$ cat src/rtl/lenet_pkg.sv
// Shared LeNet definitions.
//   - FSM state encodings for the classifier stage (IDLE/SCAN/DONE)
//   - clog2 helper used to validate index widths at elaboration
//   - score_width(): width of one FC output score (2*BITWIDTH). The same
//     function is used by full_connection, so both sides agree on the slicing.
package lenet_pkg;

  localparam logic [1:0] ST_IDLE = 2'd0;
  localparam logic [1:0] ST_SCAN = 2'd1;
  localparam logic [1:0] ST_DONE = 2'd2;

  // Width of one packed score produced by the full-connection layer.
  function automatic int score_width(input int bitwidth);
    return 2 * bitwidth;
  endfunction

  // Smallest r with 2**r >= value (0 for value <= 1).
  function automatic int clog2(input int value);
    int r;
    r = 0;
    for (int i = 0; i < 31; i++) begin
      if ((1 << i) < value) r = i + 1;
    end
    return r;
  endfunction

endpackage

$ cat src/rtl/fc_argmax_cmp.sv
// Combinational signed compare-select for the argmax scan.
//   cand/cand_idx     : candidate score and its class index
//   cur_max/cur_idx   : running maximum and its index
//   nxt_max/nxt_idx   : updated running maximum
// The candidate wins only when strictly greater, so ties keep the earlier
// (lower) index that is already held in cur_idx.
module fc_argmax_cmp #(
  parameter int W  = 64,
  parameter int IW = 4
) (
  input  logic [W-1:0]  cand,
  input  logic [IW-1:0] cand_idx,
  input  logic [W-1:0]  cur_max,
  input  logic [IW-1:0] cur_idx,
  output logic [W-1:0]  nxt_max,
  output logic [IW-1:0] nxt_idx
);

  logic take;

  assign take    = $signed(cand) > $signed(cur_max);
  assign nxt_max = take ? cand     : cur_max;
  assign nxt_idx = take ? cand_idx : cur_idx;

endmodule

$ cat src/rtl/fc_argmax.sv
// Final classifier stage after the LeNet full-connection layer.
// Captures a vector of OUTLEN signed scores, scans it one entry per clock and
// returns the index and value of the largest score.
// Ports:
//   clk, rst_n           clock (rising edge), asynchronous active-low reset
//   in_valid/in_ready    input handshake; in_ready is high only in IDLE
//   in_result            OUTLEN packed scores, score k at [k*SW +: SW]
//   out_valid/out_ready  output handshake; out_valid is high only in DONE
//   out_class/out_score  registered argmax index / maximum value
module fc_argmax
  import lenet_pkg::*;
#(
  parameter int BITWIDTH = 32,
  parameter int OUTLEN   = 10,
  parameter int IDXW     = 4
) (
  input  logic                                 clk,
  input  logic                                 rst_n,
  input  logic                                 in_valid,
  output logic                                 in_ready,
  input  logic [score_width(BITWIDTH)*OUTLEN-1:0] in_result,
  output logic                                 out_valid,
  input  logic                                 out_ready,
  output logic [IDXW-1:0]                      out_class,
  output logic [score_width(BITWIDTH)-1:0]     out_score
);

  localparam int SW = score_width(BITWIDTH);

  generate
    if (OUTLEN < 1 || OUTLEN > 256 || clog2(OUTLEN) > IDXW) begin : g_bad_params
      $error("fc_argmax: OUTLEN must be 1..256 and fit in IDXW bits");
    end
  endgenerate

  logic [1:0]           state_reg;
  logic [SW*OUTLEN-1:0] cap_reg;
  logic [SW-1:0]        max_reg;
  logic [IDXW-1:0]      idx_reg;
  logic [IDXW-1:0]      cnt_reg;
  logic [IDXW-1:0]      out_class_reg;
  logic [SW-1:0]        out_score_reg;

  // Unpacked view of the captured vector so the scan can index by counter.
  logic [SW-1:0] score [OUTLEN];

  genvar gi;
  generate
    for (gi = 0; gi < OUTLEN; gi++) begin : g_unpack
      assign score[gi] = cap_reg[gi*SW +: SW];
    end
  endgenerate

  logic [SW-1:0]   nxt_max;
  logic [IDXW-1:0] nxt_idx;
  logic            cnt_last;

  fc_argmax_cmp #(
    .W  (SW),
    .IW (IDXW)
  ) u_cmp (
    .cand     (score[cnt_reg]),
    .cand_idx (cnt_reg),
    .cur_max  (max_reg),
    .cur_idx  (idx_reg),
    .nxt_max  (nxt_max),
    .nxt_idx  (nxt_idx)
  );

  assign cnt_last  = (cnt_reg == IDXW'(OUTLEN - 1));
  assign in_ready  = (state_reg == ST_IDLE);
  assign out_valid = (state_reg == ST_DONE);
  assign out_class = out_class_reg;
  assign out_score = out_score_reg;

  always_ff @(posedge clk or negedge rst_n) begin
    if (!rst_n) begin
      state_reg     <= ST_IDLE;
      cap_reg       <= '0;
      max_reg       <= '0;
      idx_reg       <= '0;
      cnt_reg       <= '0;
      out_class_reg <= '0;
      out_score_reg <= '0;
    end else begin
      case (state_reg)
        ST_IDLE: begin
          if (in_valid) begin
            // Score 0 seeds the running max straight from the input bus,
            // so the scan starts at entry 1 on the next cycle.
            cap_reg <= in_result;
            max_reg <= in_result[SW-1:0];
            idx_reg <= '0;
            if (OUTLEN == 1) begin
              cnt_reg       <= '0;
              out_class_reg <= '0;
              out_score_reg <= in_result[SW-1:0];
              state_reg     <= ST_DONE;
            end else begin
              cnt_reg   <= IDXW'(1);
              state_reg <= ST_SCAN;
            end
          end
        end
        ST_SCAN: begin
          max_reg <= nxt_max;
          idx_reg <= nxt_idx;
          if (cnt_last) begin
            // Last entry: publish the final compare result directly and
            // hold the counter so it never passes OUTLEN-1.
            out_class_reg <= nxt_idx;
            out_score_reg <= nxt_max;
            state_reg     <= ST_DONE;
          end else begin
            cnt_reg <= cnt_reg + IDXW'(1);
          end
        end
        ST_DONE: begin
          if (out_ready) begin
            cnt_reg   <= '0;
            state_reg <= ST_IDLE;
          end
        end
        default: begin
          state_reg <= ST_IDLE;
        end
      endcase
    end
  end

endmodule

$ cat config.mk
export PLATFORM = sky130hd
export DESIGN_NAME = fc_argmax
export DESIGN_NICKNAME = d
export VERILOG_FILES = /design/src/rtl/lenet_pkg.sv /design/src/rtl/fc_argmax_cmp.sv /design/src/rtl/fc_argmax.sv
export SDC_FILE = /design/constraint.sdc
export NUM_CORES = 2
export LEC_CHECK = 0
export ABC_AREA = 1
export CORE_AREA = 5 5 370 372
export DETAILED_ROUTE_END_ITERATION = 6
export DIE_AREA = 0 0 375 377
export PLACE_DENSITY = 0.48
export SKIP_CTS_REPAIR_TIMING = 1
export SLEW_MARGIN = 20
export SYNTH_ARGS = -nofsm -noshare
export SYNTH_HDL_FRONTEND = slang
export SYNTH_SLANG_ARGS = --single-unit
$ cat constraint.sdc
create_clock -name clk -period 5.37 [get_ports clk]
set_clock_uncertainty 0.15 [all_clocks]
set_input_delay 1.3425 -clock clk [delete_from_list [all_inputs] [get_ports clk]]
set_output_delay 1.3425 -clock clk [all_outputs]
set_load 0.03 [all_outputs]
Word-level counts from Yosys, hierarchy flattened:

Cells that the tools add are included.

* div/mod/pow operators: 0
* mux-type cells: 17
* shifts and indexed selects: 0
* eq/ne operators: 7
* $lt $le $gt $ge: 2
* $mul: 0
* reductions and logical operators: 8
* $add $sub $neg: 1
* bitwise gates (word level): 1

Operator list (count)
* binary-select mux 64 bit (select 4 bit): 1
* two-way mux 64 bit: 4
* one-hot mux 64 bit (2 select lines): 1
* > comparator 64 bit: 1
* two-way mux 4 bit: 5
* one-hot mux 4 bit (3 select lines): 1
* one-hot mux 4 bit (2 select lines): 1
* two-way mux 2 bit: 3
* != test 2 bit, second input constant: 3
* one-hot mux 2 bit (3 select lines): 1
* AND reduction 2 bit: 3
* greater-or-equal comparator 5 bit, second input constant: 1
* inverter 4 -> 5 bit: 1
* adder 4 x 1 -> 4 bit, second input constant: 1
* equality test 4 bit, second input constant: 1
* AND reduction 4 bit: 1
* AND reduction 3 bit: 1
* nonzero test 3 bit: 1
* equality test 2 x 1 -> 1 bit, second input constant: 1
* equality test 2 bit, second input constant: 1
* zero test 2 bit: 1
* != test 2 x 1 -> 1 bit, second input constant: 1
* nonzero test 2 bit: 1

* word-level logic and storage cells: 43
* input port bits: 644
* register bits after elaboration: 782
* RAM bits: 0
* memories kept: 0
* memory bits (read-only): 0
* latch bits: 0

Depth between registers and ports, before layout:

* depth in word-level cells: 7
* mapped depth: 30
* mapped depth without buffers: 24

Modules after synthesis:

From an unflattened synthesis, not the netlist that was laid out.

* cells, all modules: 5014
* area, all modules: 39355.2 um2

By module, submodules not included
* fc_argmax: cells an instance 4477, area an instance 36488.7 um2, sequential area each 19568.8 um2, instances 1
* fc_argmax_cmp: cells an instance 537, area an instance 2866.5 um2, sequential area each 0.0 um2, instances 1

Worst setup path before layout:

Ideal clock, no wire load.

* kind: register to register
* start point: reg cnt_reg[0]
* end point: reg idx_reg[3]
* path slack: 2006 ps
* stages on the path, launching flop included: 23
* period minus slack after synthesis: 3364 ps
* arrival: 3088 ps
* cell sequence: dfrtp_1 buf_2 buf_6 inv_2 buf_4 clkbuf_1 o21ai_0 o221ai_1 nand3_1 nand2_1 ha_1 nand2_1 inv_1 nand2_1 nor2_1 nand2_1 nor2_1 nand4_1 clkbuf_1 clkbuf_1 nand4_1 nand3_1 o21ai_0

* cells in the longest elaborated chain, start to end: 7

Ends and longest elaborated chain
* start: declaration: line fc_argmax.sv:40 `logic [IDXW-1:0] cnt_reg;`
* start signal: assignment: line fc_argmax.sv:115 `cnt_reg <= cnt_reg + IDXW'(1);`
* inverter 4 -> 5 bit (not written as such): line fc_argmax.sv:62 `.cand (score[cnt_reg]),`
* binary-select mux 64 bit (select 4 bit): line fc_argmax.sv:62
* two-way mux 64 bit (not written as such) (2 in a row): line fc_argmax.sv:62
* > comparator 64 bit: line fc_argmax_cmp.sv:21 `assign take = $signed(cand) > $signed(cur_max);`
* two-way mux 4 bit: line fc_argmax_cmp.sv:23 `assign nxt_idx = take ? cand_idx : cur_idx;`
* one-hot mux 4 bit (2 select lines): line fc_argmax.sv:86 `case (state_reg)`
* end signal: assignment: line fc_argmax.sv:107 `idx_reg <= nxt_idx;`
* end: declaration: line fc_argmax.sv:39 `logic [IDXW-1:0] idx_reg;`

No other way between the ends. The select of a mux whose other input is x is not followed.
A chain may end at the register's enable or synchronous reset.

Final worst setup path:

* start point: reg cnt_reg[2]
* end point: reg out_score_reg[57], in the netlist out_score[57]

* cells in the longest elaborated chain, start to end: 6
* elaborated cells on any way between the ends: 8

Ends and longest elaborated chain
* inverter 4 -> 5 bit (not written as such): line fc_argmax.sv:62
* binary-select mux 64 bit (select 4 bit): line fc_argmax.sv:62
* two-way mux 64 bit (not written as such) (2 in a row): line fc_argmax.sv:62
* > comparator 64 bit: line fc_argmax_cmp.sv:21
* two-way mux 64 bit: line fc_argmax_cmp.sv:22 `assign nxt_max = take ? cand : cur_max;`
* end signal: assignment: line fc_argmax.sv:97 `out_score_reg <= in_result[SW-1:0];`
* end signal: assignment: line fc_argmax.sv:112 `out_score_reg <= nxt_max;`
* end: declaration: line fc_argmax.sv:42 `logic [SW-1:0] out_score_reg;`

Parallel ways exist; a longest one is shown, timed or not. The select of a mux whose other input is x is not followed.

==> reports/metrics.csv <==
metric,value,unit
status,"complete, no violations",
drc,0,
grt_usage,23.9,%
crit_required,5.83,ns
finalSetupViolCount,0,
final_antenna_net_count,0,
cts_max_level,3,
ys_top_cells_by_count,"2714 x nand2_1, 782 x dfrtp_1, 336 x o21ai_0, 277 x nor2_1, 273 x clkbuf_1",
syn2layout_area_growth,32.9,%
tightest_slew,1.25,ns
ys_types,29,
setup_tns,0,ns
antenna_found_initial,44,
path_clk_slew,0.06,ns
gp_congestion,0.876,
crit_fanout,39,
ys_seq_area_share,51.1,%
p_per_area,693,nW/um2
dieArea,141000,um2
synth_nets,5863,
synth-simple-area-share,32.3,%
muxShareOfSynthArea,0,%
wl,174000,um
synth_top_cells_by_area,"dfrtp_1 51%, nand2_1 27%, o21ai_0 4.4%",
synth_seq_cells,782,
rows,134,
slew_viol_final,0,
largest_reg_flops,640,
synth_fa_ha_area_share,2.25,%
grt_start_max_net_pins,208,
clock_latency,0.69,ns
critPathLaunchType,flip-flop,
grt_overflow,0,
synth_area,38300,um2
vias_per_cell,4.80,
cap_violations,0,
hold_path_class,reg2reg,
final_layout_size_suffix_gt1_share,4.86,%
yosysMostFrequentCell,nand2_1,
wl_per_cell,23.0,um
ys.flop_type,dfrtp_1,
design_area,50900,um2
crit_arrival,5.69,ns
p_leak,0.0255,uW
synth_compound_area_share,9.06,%
critical_path_class,reg2reg,
grt_pass1_wl,252000,um
synth_edf_count,0,
yosysTopAreaCell,dfrtp_1,
dr.pass1.iters,6,
place_area,47400,um2
syn_avg_cell_area,7.44,um2
num_io_pins,714,
synthXorXnorAreaFrac,0.0229,%
peakVddDrop,0.00128,V
synth_top_family_by_area,simple AND/OR/NAND/NOR gates,
synth_warnings,0,
rsz0062_at_grt,no,
period_minus_slack,5.23,ns
synth_cells,5150,
first_iter_violations,3174,
synth-async-reset-ratio,100,%
core_area,133000,um2
port_buffers,713,
relSlewSlack,17.0,%
die_w,375,um
dieHeight,377,um
period_share,97.4,%
numCtsBuffers,96,
yosys.area.top_type_share,51.1,%
clock_sinks,782,
dp_hpwl,127000,um
r2r_setup_slack,0.14,ns
vias,36300,
nNetsFinal,6421,
fmax,191,MHz
start_util,28.8,%
root_buffer,clkbuf_16,
timing_hold_violations_final,0,
first_global_vias,36800,
cts_tree,yes,
crit_path_end_kind,flip-flop,
cts_buffer_depth,3,
==> final timing paths <==
| check | startpoint | endpoint | cells after the start |
|---|---|---|---|
| setup / recovery | cnt_reg[2] | out_score[57] | 17 |
| hold / removal | cap_reg[637] | cap_reg[637] | 2 |
| setup reg to reg | cnt_reg[2] | out_score[57] | 17 |
| hold reg to reg | cap_reg[637] | cap_reg[637] | 2 |
| max in group asynchronous | rst_n | cap_reg[88] | 2 |
| min in group asynchronous | rst_n | out_score[39] | 1 |
==> power breakdown <==
part | switching [uW] | leakage (uW) | internal [uW]
Clock | 2810 | 0.00169 | 4280
Sequential | 1720 | 0.00978 | 8640
Combinational | 12100 | 0.0140 | 5770
==> kinds of logic (layout without fill, tap and decap cells) <==
kind of cell | Yosys count | in the layout
and+or+nand+nor | 3197 | 3197
DFF | 782 | 782
xor gates and xnor gates | 1 | 1
buffers and inverters | 510 | 1146
adders and majority gates | 69 | 69
other | 0 | 20
AOI/OAI and AO/OA | 591 | 591
==> through the flow <==
| step | total power [uW] | setup WS, ns | cells | hold slack (ns) | utilization, % |
|---|---|---|---|---|---|
| 2_1_floorplan | 21500 | 2.01 | 5150 | 0.294 | - |
| 3_3_place_gp | 28300 | 0.304 | 7378 | 0.307 | 35.7 |
| 3_5_place_dp | 28300 | 0.364 | 7378 | 0.310 | 35.7 |
| 4_1_cts | 35600 | 0.333 | 7554 | 0.326 | 38.2 |
| 5_1_grt | 38100 | 0.108 | 7563 | 0.334 | 38.3 |
| 6_report | 35300 | 0.141 | 7574 | 0.322 | 38.3 |
==> per-layer routing <==
| metal | track usage (%) | share of wire [%] | wire length, um | up-vias |
|---|---|---|---|---|
| li1 | - | - | - | 17500 |
| met1 | 29.8 | 41 | 71300 | 17500 |
| met2 | 41.7 | 50 | 86800 | 1135 |
| met3 | 5.02 | 6.4 | 11200 | 209 |
| met4 | 7.07 | 2.8 | 4940 | 30 |
| met5 | 0 | 0.12 | 209 | - |
==> critical path, cell delays in order (launching register included) <==
cell	delay, ns
dfrtp_4	0.72
inv_2	0.34
buf_4	0.38
o221ai_1	0.19
nand3_1	0.27
nand2_1	0.15
ha_1	0.30
nand2_1	0.05
nor2_1	0.21
nand4_1	0.11
nor2_1	0.47
nand4_1	0.54
nand3_4	0.53
buf_4	0.29
nand2_1	0.09
nand2_1	0.10
nand2_1	0.06
nand2_1	0.09
==> placed cells by master (no fill, tap or decap), types with 28 or more instances in the layout <==
cell type | netlist | routed
nand2_1 | 2714 | 2712
dfrtp_1 | 782 | 779
clkdlybuf4s50_1 | 0 | 712
o21ai_0 | 336 | 336
nor2_1 | 277 | 276
inv_1 | 166 | 164
nand3_1 | 113 | 113
o221ai_1 | 101 | 101
clkbuf_16 | 0 | 97
a21oi_1 | 92 | 92
nand4_1 | 76 | 76
ha_1 | 69 | 68
buf_4 | 2 | 53
buf_12 | 0 | 33
clkbuf_8 | 0 | 28
==> layout make-up <==
class	instances	area, um2
antenna	20	50.0
tap	1768	2210
fill	13900	82100
inverter	171	664
clock inverter	39	562
timing repair buffer	799	8200
multi-input combinational	3858	16800
clock buffer	137	2860
sequential	782	19600
Note: power is estimated with default switching activity, not from simulation.
